===== config.mk =====
export PLATFORM = sky130hd
export DESIGN_NAME = mem_port_arbiter
export DESIGN_NICKNAME = d
export VERILOG_FILES = /design/src/rtl/mem_port_arbiter_pkg.sv /design/src/rtl/mem_byte_sequencer.sv /design/src/rtl/mem_port_arbiter.sv
export SDC_FILE = /design/constraint.sdc
export NUM_CORES = 1
export LEC_CHECK = 0
export ABC_AREA = 0
export CAP_MARGIN = 20
export CORE_ASPECT_RATIO = 0.9
export CORE_UTILIZATION = 47
export DETAILED_ROUTE_END_ITERATION = 16
export PLACE_DENSITY = 0.81
export SLEW_MARGIN = 25
export SYNTH_ARGS = -nofsm -noshare
export SYNTH_HDL_FRONTEND = slang
export SYNTH_HIERARCHICAL = 1
export SYNTH_SLANG_ARGS = --single-unit

===== constraint.sdc =====
create_clock -name Clk -period 3.5 [get_ports Clk]
set_input_delay 0.875 -clock Clk [delete_from_list [all_inputs] [get_ports Clk]]
set_output_delay 0.875 -clock Clk [all_outputs]
set_load 0.05 [all_outputs]

===== src/rtl/mem_port_arbiter_pkg.sv =====
// Shared types and constants for the fetch/data memory port arbiter.
package mem_port_arbiter_pkg;

  typedef enum logic [1:0] {
    IDLE = 2'd0,
    XFER = 2'd1,
    DONE = 2'd2
  } state_t;

  localparam logic [1:0] SZ_BYTE = 2'b00;
  localparam logic [1:0] SZ_HALF = 2'b01;
  localparam logic [1:0] SZ_WORD = 2'b10;

  typedef enum logic {
    GNT_IF = 1'b0,
    GNT_DM = 1'b1
  } gnt_t;

  // Index of the final byte of an access; size 2'b11 falls through to word.
  function automatic logic [1:0] last_idx(input logic [1:0] size);
    case (size)
      SZ_BYTE: return 2'd0;
      SZ_HALF: return 2'd1;
      default: return 2'd3;
    endcase
  endfunction

endpackage


===== src/rtl/mem_byte_sequencer.sv =====
// Byte-serial big-endian transfer engine: byte counter, address wrap,
// read shift register, store byte select and load extension.
module mem_byte_sequencer
  import mem_port_arbiter_pkg::*;
#(
  parameter int AW = 9
) (
  input  logic          Clk,
  input  logic          R,
  input  logic          start,
  input  logic          xfer,
  input  logic [AW-1:0] addr,
  input  logic          rw,
  input  logic [1:0]    size,
  input  logic          se,
  input  logic [31:0]   wdata,
  input  logic [7:0]    mem_rdata,
  output logic          last,
  output logic          rd_last,
  output logic [AW-1:0] mem_addr,
  output logic          mem_we,
  output logic [7:0]    mem_wdata,
  output logic [31:0]   ld_data
);

  logic [1:0]    idx_q;
  logic [AW-1:0] base_q;
  logic          rw_q;
  logic [1:0]    size_q;
  logic          se_q;
  logic [31:0]   wdata_q;
  logic [23:0]   sreg_q;
  logic [1:0]    bsel;

  function automatic logic [31:0] extend(input logic [31:0] raw,
                                         input logic [1:0]  sz,
                                         input logic        sx);
    logic signed [7:0]  b;
    logic signed [15:0] h;
    b = raw[7:0];
    h = raw[15:0];
    case (sz)
      SZ_BYTE: return sx ? 32'(b) : {24'd0, raw[7:0]};
      SZ_HALF: return sx ? 32'(h) : {16'd0, raw[15:0]};
      default: return raw;
    endcase
  endfunction

  always_ff @(posedge Clk or negedge R) begin
    if (!R) begin
      idx_q   <= '0;
      base_q  <= '0;
      rw_q    <= 1'b0;
      size_q  <= SZ_BYTE;
      se_q    <= 1'b0;
      wdata_q <= '0;
      sreg_q  <= '0;
    end else if (start) begin
      idx_q   <= '0;
      base_q  <= addr;
      rw_q    <= rw;
      size_q  <= size;
      se_q    <= se;
      wdata_q <= wdata;
      sreg_q  <= '0;
    end else if (xfer) begin
      idx_q <= idx_q + 2'd1;
      if (!rw_q) sreg_q <= {sreg_q[15:0], mem_rdata};
    end
  end

  // Shift register is cleared at grant, so short loads arrive zero-padded.
  assign last      = xfer && (idx_q == last_idx(size_q));
  assign rd_last   = last && !rw_q;
  assign bsel      = last_idx(size_q) - idx_q;
  assign mem_addr  = xfer ? base_q + {{(AW-2){1'b0}}, idx_q} : '0;
  assign mem_we    = xfer && rw_q;
  assign mem_wdata = (xfer && rw_q) ? wdata_q[{bsel, 3'b000} +: 8] : 8'd0;
  assign ld_data   = extend({sreg_q, mem_rdata}, size_q, se_q);

endmodule


===== src/rtl/mem_port_arbiter.sv =====
// Shares one byte-wide memory between instruction fetch and data access.
// Define ARB_RR_EN for round-robin priority; default is data-over-fetch.
module mem_port_arbiter
  import mem_port_arbiter_pkg::*;
#(
  parameter int AW = 9
) (
  input  logic          Clk,
  input  logic          R,
  input  logic          if_req,
  input  logic [31:0]   if_addr,
  output logic          if_ready,
  output logic [31:0]   if_data,
  input  logic          dm_req,
  input  logic          dm_rw,
  input  logic [1:0]    dm_size,
  input  logic          dm_se,
  input  logic [31:0]   dm_addr,
  input  logic [31:0]   dm_wdata,
  output logic          dm_ready,
  output logic [31:0]   dm_rdata,
  output logic          mem_en,
  output logic          mem_we,
  output logic [AW-1:0] mem_addr,
  output logic [7:0]    mem_wdata,
  input  logic [7:0]    mem_rdata,
  output logic          pipe_stall
);

  state_t        state_q, state_d;
  gnt_t          gnt_q, pick;
  logic          start, xfer, last, rd_last;
  logic [AW-1:0] sel_addr;
  logic          sel_rw, sel_se;
  logic [1:0]    sel_size;
  logic [31:0]   ld_data;
  logic          unused_hi;

  assign unused_hi = ^{if_addr[31:AW], dm_addr[31:AW]};

`ifdef ARB_RR_EN
  // gnt_q doubles as the last-grant record; its reset value is GNT_IF.
  always_comb begin
    pick = GNT_IF;
    if (dm_req && if_req) pick = (gnt_q == GNT_DM) ? GNT_IF : GNT_DM;
    else if (dm_req)      pick = GNT_DM;
  end
`else
  always_comb begin
    pick = GNT_IF;
    if (dm_req) pick = GNT_DM;
  end
`endif

  assign sel_addr = (pick == GNT_DM) ? dm_addr[AW-1:0] : if_addr[AW-1:0];
  assign sel_rw   = (pick == GNT_DM) ? dm_rw : 1'b0;
  assign sel_size = (pick == GNT_DM) ? dm_size : SZ_WORD;
  assign sel_se   = (pick == GNT_DM) ? dm_se : 1'b0;

  always_comb begin
    state_d = state_q;
    start   = 1'b0;
    case (state_q)
      IDLE: begin
        if (if_req || dm_req) begin
          start   = 1'b1;
          state_d = XFER;
        end
      end
      XFER:    if (last) state_d = DONE;
      DONE:    state_d = IDLE;
      default: state_d = IDLE;
    endcase
  end

  always_ff @(posedge Clk or negedge R) begin
    if (!R) begin
      state_q  <= IDLE;
      gnt_q    <= GNT_IF;
      if_data  <= '0;
      dm_rdata <= '0;
    end else begin
      state_q <= state_d;
      if (start) gnt_q <= pick;
      if (rd_last) begin
        if (gnt_q == GNT_DM) dm_rdata <= ld_data;
        else                 if_data  <= ld_data;
      end
    end
  end

  assign xfer       = (state_q == XFER);
  assign mem_en     = xfer;
  assign if_ready   = (state_q == DONE) && (gnt_q == GNT_IF);
  assign dm_ready   = (state_q == DONE) && (gnt_q == GNT_DM);
  assign pipe_stall = (if_req && !if_ready) || (dm_req && !dm_ready);

  mem_byte_sequencer #(.AW(AW)) u_seq (
    .Clk       (Clk),
    .R         (R),
    .start     (start),
    .xfer      (xfer),
    .addr      (sel_addr),
    .rw        (sel_rw),
    .size      (sel_size),
    .se        (sel_se),
    .wdata     (dm_wdata),
    .mem_rdata (mem_rdata),
    .last      (last),
    .rd_last   (rd_last),
    .mem_addr  (mem_addr),
    .mem_we    (mem_we),
    .mem_wdata (mem_wdata),
    .ld_data   (ld_data)
  );

endmodule


==> impl_results.md <==
* Status: finished clean
* Peak VDD IR at 0.0008193 V
* Layout cells sized above 1 at 0.2939
* Largest family of logic cells by synthesized area: multiplexers
* Worst-path cell chain: ha_1, fa_1, and2_1, clkdlybuf4s50_1
* Antenna Cells at 0
* CP arrival at 2.51 ns
* Critical path endpoint category: output port
* Net Count, Synth at roughly 600
* Worst-margin pin slew at 0.9450 ns
* Comb power frac at 0.523
* Clock power share at 0.181
* Cells after Synth at 488
* Non-Filler Instances at 807
* XOR/XNOR Fraction of Synth Area at 0.01087
* Pins Over Slew Limit at 0
* Met3 usage at 0.06687
* Die width at 123.2 um
* Avg WL per Cell at approximately 17 um
* Critical path peak fanout at 4
* Rows at 39
* Antenna-violating nets left at 0
* Die H at 111.1 um
* Reg2Reg Setup Slack at 0.90 ns
* DP Wirelength at slightly below 10000 um
* Slew headroom at 0.3671
* Top delay family on crit path: buffers and inverters
* Tmin final at 3.386 ns
* Post-Synth Adder-Cell Area at 0.009259
* CTS Hold Buffers Added at 0
* P_sw at 0.004160 W
* Crit-path slowest cell: clkdlybuf4s50_1
* Met1 GRT Util at 0.2896
* Seq/Total Area, Yosys at 0.5556
* Complex-gate fraction of the synthesized area at 0.06039
* Starting DRT DRC Count at approximately 150
* CP Depth at 4
* Syn. warnings at 6
* DRT Wirelength at 13860 um
* P per Cell Area at 1153 nW/um2
* Leak Pwr at 3.819 nW
* CTS Buf Count at 17
* Met2 Resource Use GR at 0.3486
* Most common cell after layout, fill and taps aside: dfrtp_1
* CTS tree: done
* Syn Std Cell Area at 6216 um2
* Clock Path Buffers at 2
* Ports at 198
* Largest net degree at the start of global routing at 117
* Clock Tree Root: clkbuf_16
* Final hold violation count at 0
* R2r worst-path depth at 7
* P_int at 0.005533 W
* Worst skew pair latency at just over 0.4 ns
* Synth-to-layout area growth at 35.23%
* H-Tree Depth at 4
* Final Setup Violations at 0
* Period utilization at 0.9674
* Worst Path Buf+Inv at 1
* Max incr delay on CP at between 0.8 and 0.9 ns
* Avg Cell Area, Syn at 12.74 um2
* Drt pass-1 iters at 6
* Worst Path Required at 2.62 ns
* Simple-Gate Fraction of Synth Area at 0.08011
* Worst setup margin at approximately 0.11 ns
* Yosys reg bits at ~140
* Pre-CTS setup slack at 0.2666 ns
* Die Area at 13690 um2
* Routability Congestion at 0.7951
* Most frequent cells in the layout: 137 x dfrtp_1, 134 x clkdlybuf4s50_1, 109 x mux2_2, 62 x nand2_1, 30 x a21oi_1
* Gr busiest metal: met2
* Hold Path Class: flop to flop
* Sw Share at 0.4292
* Drt drc at 0
* Core area at 12780 um2
* Hold depth at 1
* Congestion Overflow GR at 0
* Mux cell area share after synthesis at 0.2450
* GRT Total Usage at 0.2185
* Starting density of the core at 0.4862
* Worst Clk Skew at 0.008359 ns
* CTS Sinks at 138
* Sequential share of power at 0.296
* CP startpoint kind: flop
* First-pass GRT wire length at 22850 um
* Fmax at 295.3 MHz
* Placed cells at 774
* Unique cell type count in the Yosys netlist at 37
* Vias per std cell at approximately 5.3
* Maxcap violations at 0
* # port buffers at 151
* Via Count at approximately 4300
* Crit path kind: flop to output port
* Vias in the first global route at 4500
* Final #Nets at 746
* Clk slew on worst S/H paths at roughly 0.06 ns
* Total power draw at 0.009693 W
* RSZ-0062 raised after global routing: no
* Initial antenna violation count at 0
* TNS Setup at 0 ns
-- logic make-up (layout without fill, tap and decap cells) --
| kind of cell | Yosys count | in the layout |
|---|---|---|
| AOI/OAI and AO/OA | 64 | 64 |
| xor gates and xnor gates | 6 | 6 |
| adders and majority gates | 4 | 4 |
| buffers and inverters | 45 | 200 |
| DFF | 138 | 138 |
| muxes | 125 | 125 |
| and+or+nand+nor | 106 | 106 |
-- cell usage after synthesis (all sizes together) --
master / number / area (um2)
dfrtp: 138 / 3453
mux2: 116 / 1333
nand2: 62 / 232.7
a21oi: 30 / 150.1
clkbuf: 20 / 75.07
buf: 19 / 143.9
a21o: 16 / 120.1
and2: 14 / 87.58
o21ai: 13 / 65.06
mux4: 8 / 180.2
nor2: 7 / 26.28
inv: 6 / 22.52
ha: 3 / 37.54
nand2b: 3 / 18.77
nand3: 3 / 15.01
nor2b: 3 / 18.77
or3: 3 / 18.77
xnor2: 3 / 26.28
a211oi: 2 / 15.01
nor3: 2 / 10.01
nor3b: 2 / 15.01
o31ai: 2 / 15.01
or4: 2 / 15.01
xor2: 2 / 17.52
a22o: 1 / 10.01
and3: 1 / 6.260
and3b: 1 / 10.01
fa: 1 / 20.02
mux2i: 1 / 10.01
nand4: 1 / 6.260
nor4b: 1 / 8.760
or3b: 1 / 8.760
xnor3: 1 / 23.77
-- per-stage QoR --
| step | hold slack (ns) | utilization | instance area [um2] |
|---|---|---|---|
| final | 0.5019 | 0.6575 | 8406 |
| after global routing | 0.5170 | 0.6575 | 8406 |
| after floorplan | 0.4752 | - | 6216 |
| after detailed placement | 0.4938 | 0.6101 | 7800 |
| after global placement | 0.4844 | 0.6101 | 7800 |
| after CTS | 0.5057 | 0.6570 | 8399 |
-- worst reg2reg max path, stage by stage, from the launching register on --
cell and delay (ns):
dfrtp_2 0.48, nor2_2 0.17, ha_1 0.42, and3_1 0.28, nor2b_1 0.17, nand2b_2 0.16, buf_4 0.40, mux2_2 0.41
-- final cells by class --
| class | count | area (um2) |
|---|---|---|
| Multi-Input combinational cell | 305 | 2539 |
| Clock inverter | 13 | 141.4 |
| Inverter | 6 | 22.52 |
| Sequential cell | 138 | 3455 |
| Fill cell | 941 | 4379 |
| Tap cell | 164 | 205.2 |
| Clock buffer | 19 | 442.9 |
| Timing Repair Buffer | 162 | 1600 |
-- worst paths after layout --
check | startpoint | endpoint
max | u_seq/idx_q[0]$_DFFE_PN0P_ | mem_addr[1]
max reg2reg | u_seq/size_q[0]$_DFFE_PN0P_ | if_data[1]$_DFFE_PN0P_
min | u_seq/wdata_q[16]$_DFFE_PN0P_ | u_seq/wdata_q[16]$_DFFE_PN0P_
min reg2reg | u_seq/wdata_q[16]$_DFFE_PN0P_ | u_seq/wdata_q[16]$_DFFE_PN0P_
min in group asynchronous | R | u_seq/base_q[3]$_DFFE_PN0P_
max in group asynchronous | R | u_seq/sreg_q[19]$_DFFE_PN0P_
-- power groups by stage --
stage	Clock, W	Sequential [W]	Combinational, W
5_1_grt	0.00186	0.00296	0.00539
3_3_place_gp	0	0.00282	0.00496
3_5_place_dp	0	0.00288	0.00505
6_report	0.00176	0.00287	0.00507
4_1_cts	0.00179	0.00286	0.00512
2_1_floorplan	0	0.00390	0.00248
-- routing by layer --
layer,routed length (um),share of wire
met1,6111,0.44
met2,6782,0.49
met3,843,0.061
met4,122,0.0088
met5,0,0
-- flip-flops by register name, indices dropped and copies added, names as in the netlist --
| register | cells |
|---|---|
| if_data | 32 |
| u_seq/size_q | 2 |
| u_seq/idx_q | 2 |
| u_seq/rw_q | 1 |
| state_q | 2 |
| u_seq/base_q | 9 |
| dm_rdata | 32 |
| u_seq/wdata_q | 32 |
| gnt_q | 1 |
| u_seq/sreg_q | 24 |
| u_seq/se_q | 1 |
-- repair_timing --
| item | in CTS | in global routing |
|---|---|---|
| setup buffers | 1 | 0 |
| setup endpoints to repair | 12 | 8 |
| gates resized for setup | 4 | 2 |
| pin swaps | 0 | 0 |
Power figures use the tool's default switching activity.
==> RTL change 1 (same settings) <==
Add a define of `ARB_RR_EN`.
--- a/src/rtl/mem_port_arbiter.sv
+++ b/src/rtl/mem_port_arbiter.sv
@@ -1,5 +1,7 @@
 // Shares one byte-wide memory between instruction fetch and data access.
 // Define ARB_RR_EN for round-robin priority; default is data-over-fetch.
+`define ARB_RR_EN
+
 module mem_port_arbiter
   import mem_port_arbiter_pkg::*;
 #(
Formal check against the unedited RTL: not equivalent (a bounded check fails within 10 cycles, from zero or initial values).
==> RTL change 1 against the original RTL <==
  * Setup slack improved by 28 ps
  * Sequential share of layout area grew 0.36 points
  * Synthesized cell count fell by 0.41%
  * Highest routed layer unchanged
  * Total power fell by 0.35%
  * Area after synthesis decreased by 0.48%
  * Non-clock buffer count is 4 lower
  * Routed wire length down 0.48%
  * Sequential cell count unchanged
  * Cell area shrank 0.89%
  * Largest power group unchanged
  * Critical path depth did not move
  * Largest cell class unchanged
==> RTL change 1: results (changes against the original RTL) <==
| Metric | Value |
|---|---|
| Multiplexer area fraction after synthesis | `24.37% (-0.12 points)` |
| Post-Syn Nets | `602 (-0.33%)` |
| Adder-cell area share of the yosys netlist | `0.9304% (+0.0045 points)` |
| Drt wl/cell | `17.20 um (+0.14%)` |
| Worst slack, placed | `460.2 ps (+193.6 ps)` |
| Pwr dens | `1159 mW/mm2 (+0.55%)` |
| Seq pwr share | `29.2% (-0.4 points)` |
| Seq/Total Area, Yosys | `55.83% (+0.27 points)` |
| Vias/cell | `5.312 (about the same)` |
| Fin Hold WS | `485.5 ps (-16.45 ps)` |
| Synth Area in Compound Gates | `6.129% (+0.090 points)` |
| GP Congestion | `0.7583 (-4.6%)` |
| Initial DRC count | `158 (+6.0%)` |
| Met2 wire length | `6.901 mm (+1.8%)` |
| Layout Skew | `4.528 ps (-3.831 ps)` |
| Routed wire length on met3 | `913 um (+8.3%)` |
| Met3 Usage GRT | `7.870% (+1.2 points)` |
| Most frequent cells after synthesis | `138 x dfrtp_1, 85 x mux2_2, 63 x nand2_1, 32 x mux2_1, 30 x a21oi_1` |
| Met2 usage | `36.03% (+1.2 points)` |
| Worst R2R Path Depth | `5 (-2)` |
| CP arrival | `2480 ps (-30 ps)` |
| Layout cells sized above 1 | `24.29% (-5.1 points)` |
| Vias in the first global route | `4579 (+1.8%)` |
| GR Util met1 | `28.22% (-0.74 points)` |
| Final setup margin | `141.6 ps (+27.64 ps)` |
| Flop-to-flop setup slack | `820 ps (-80 ps)` |
| DRT Pass-1 Iters | `4 (-2)` |
| Status | `finished, final reports clean` |
| Internal power | `0.005438 W (-1.7%)` |
| CP max stage delay | `790 ps (-30 ps)` |
| Largest net degree at the start of global routing | `88 (-25%)` |
| Synth Area in XOR/XNOR | `1.092% (+0.0053 points)` |
| # nets final | `741 (-0.67%)` |
| WL met1 | `5.835 mm (-4.5%)` |
-- RTL change 1: changes by cell type in the layout (fill, tap and decap cells not counted), moves of 2 or more --
cell	before	now
mux2_4	7	0
mux2_2	109	85
mux2_1	0	32
clkbuf_8	2	0
dlygate4sd2_1	4	0
buf_6	0	2
inv_1	6	4
-- RTL change 1: how the worst min path moves through the flow --
stage | from | endpoint | cells past startpoint
2_1_floorplan | u_seq/wdata_q[16] | u_seq/wdata_q[16] | 1
3_3_place_gp | if_data[16] | if_data[16] | 1
3_5_place_dp | if_data[16] | if_data[16] | 1
4_1_cts | if_data[16] | if_data[16] | 1
5_1_grt | if_data[8] | if_data[8] | 1
6_report | if_data[16] | if_data[16] | 1
-- RTL change 1: final cells by class --
type	instances	area, um2
Timing Repair Buffer	158	1551
Clock inverter	13	143.9
Multi-Input combinational cell	306	2529
Inverter	4	15.01
Clock buffer	19	432.9
Fill cell	946	4454
Sequential cell	138	3453
Tap cell	164	205.2
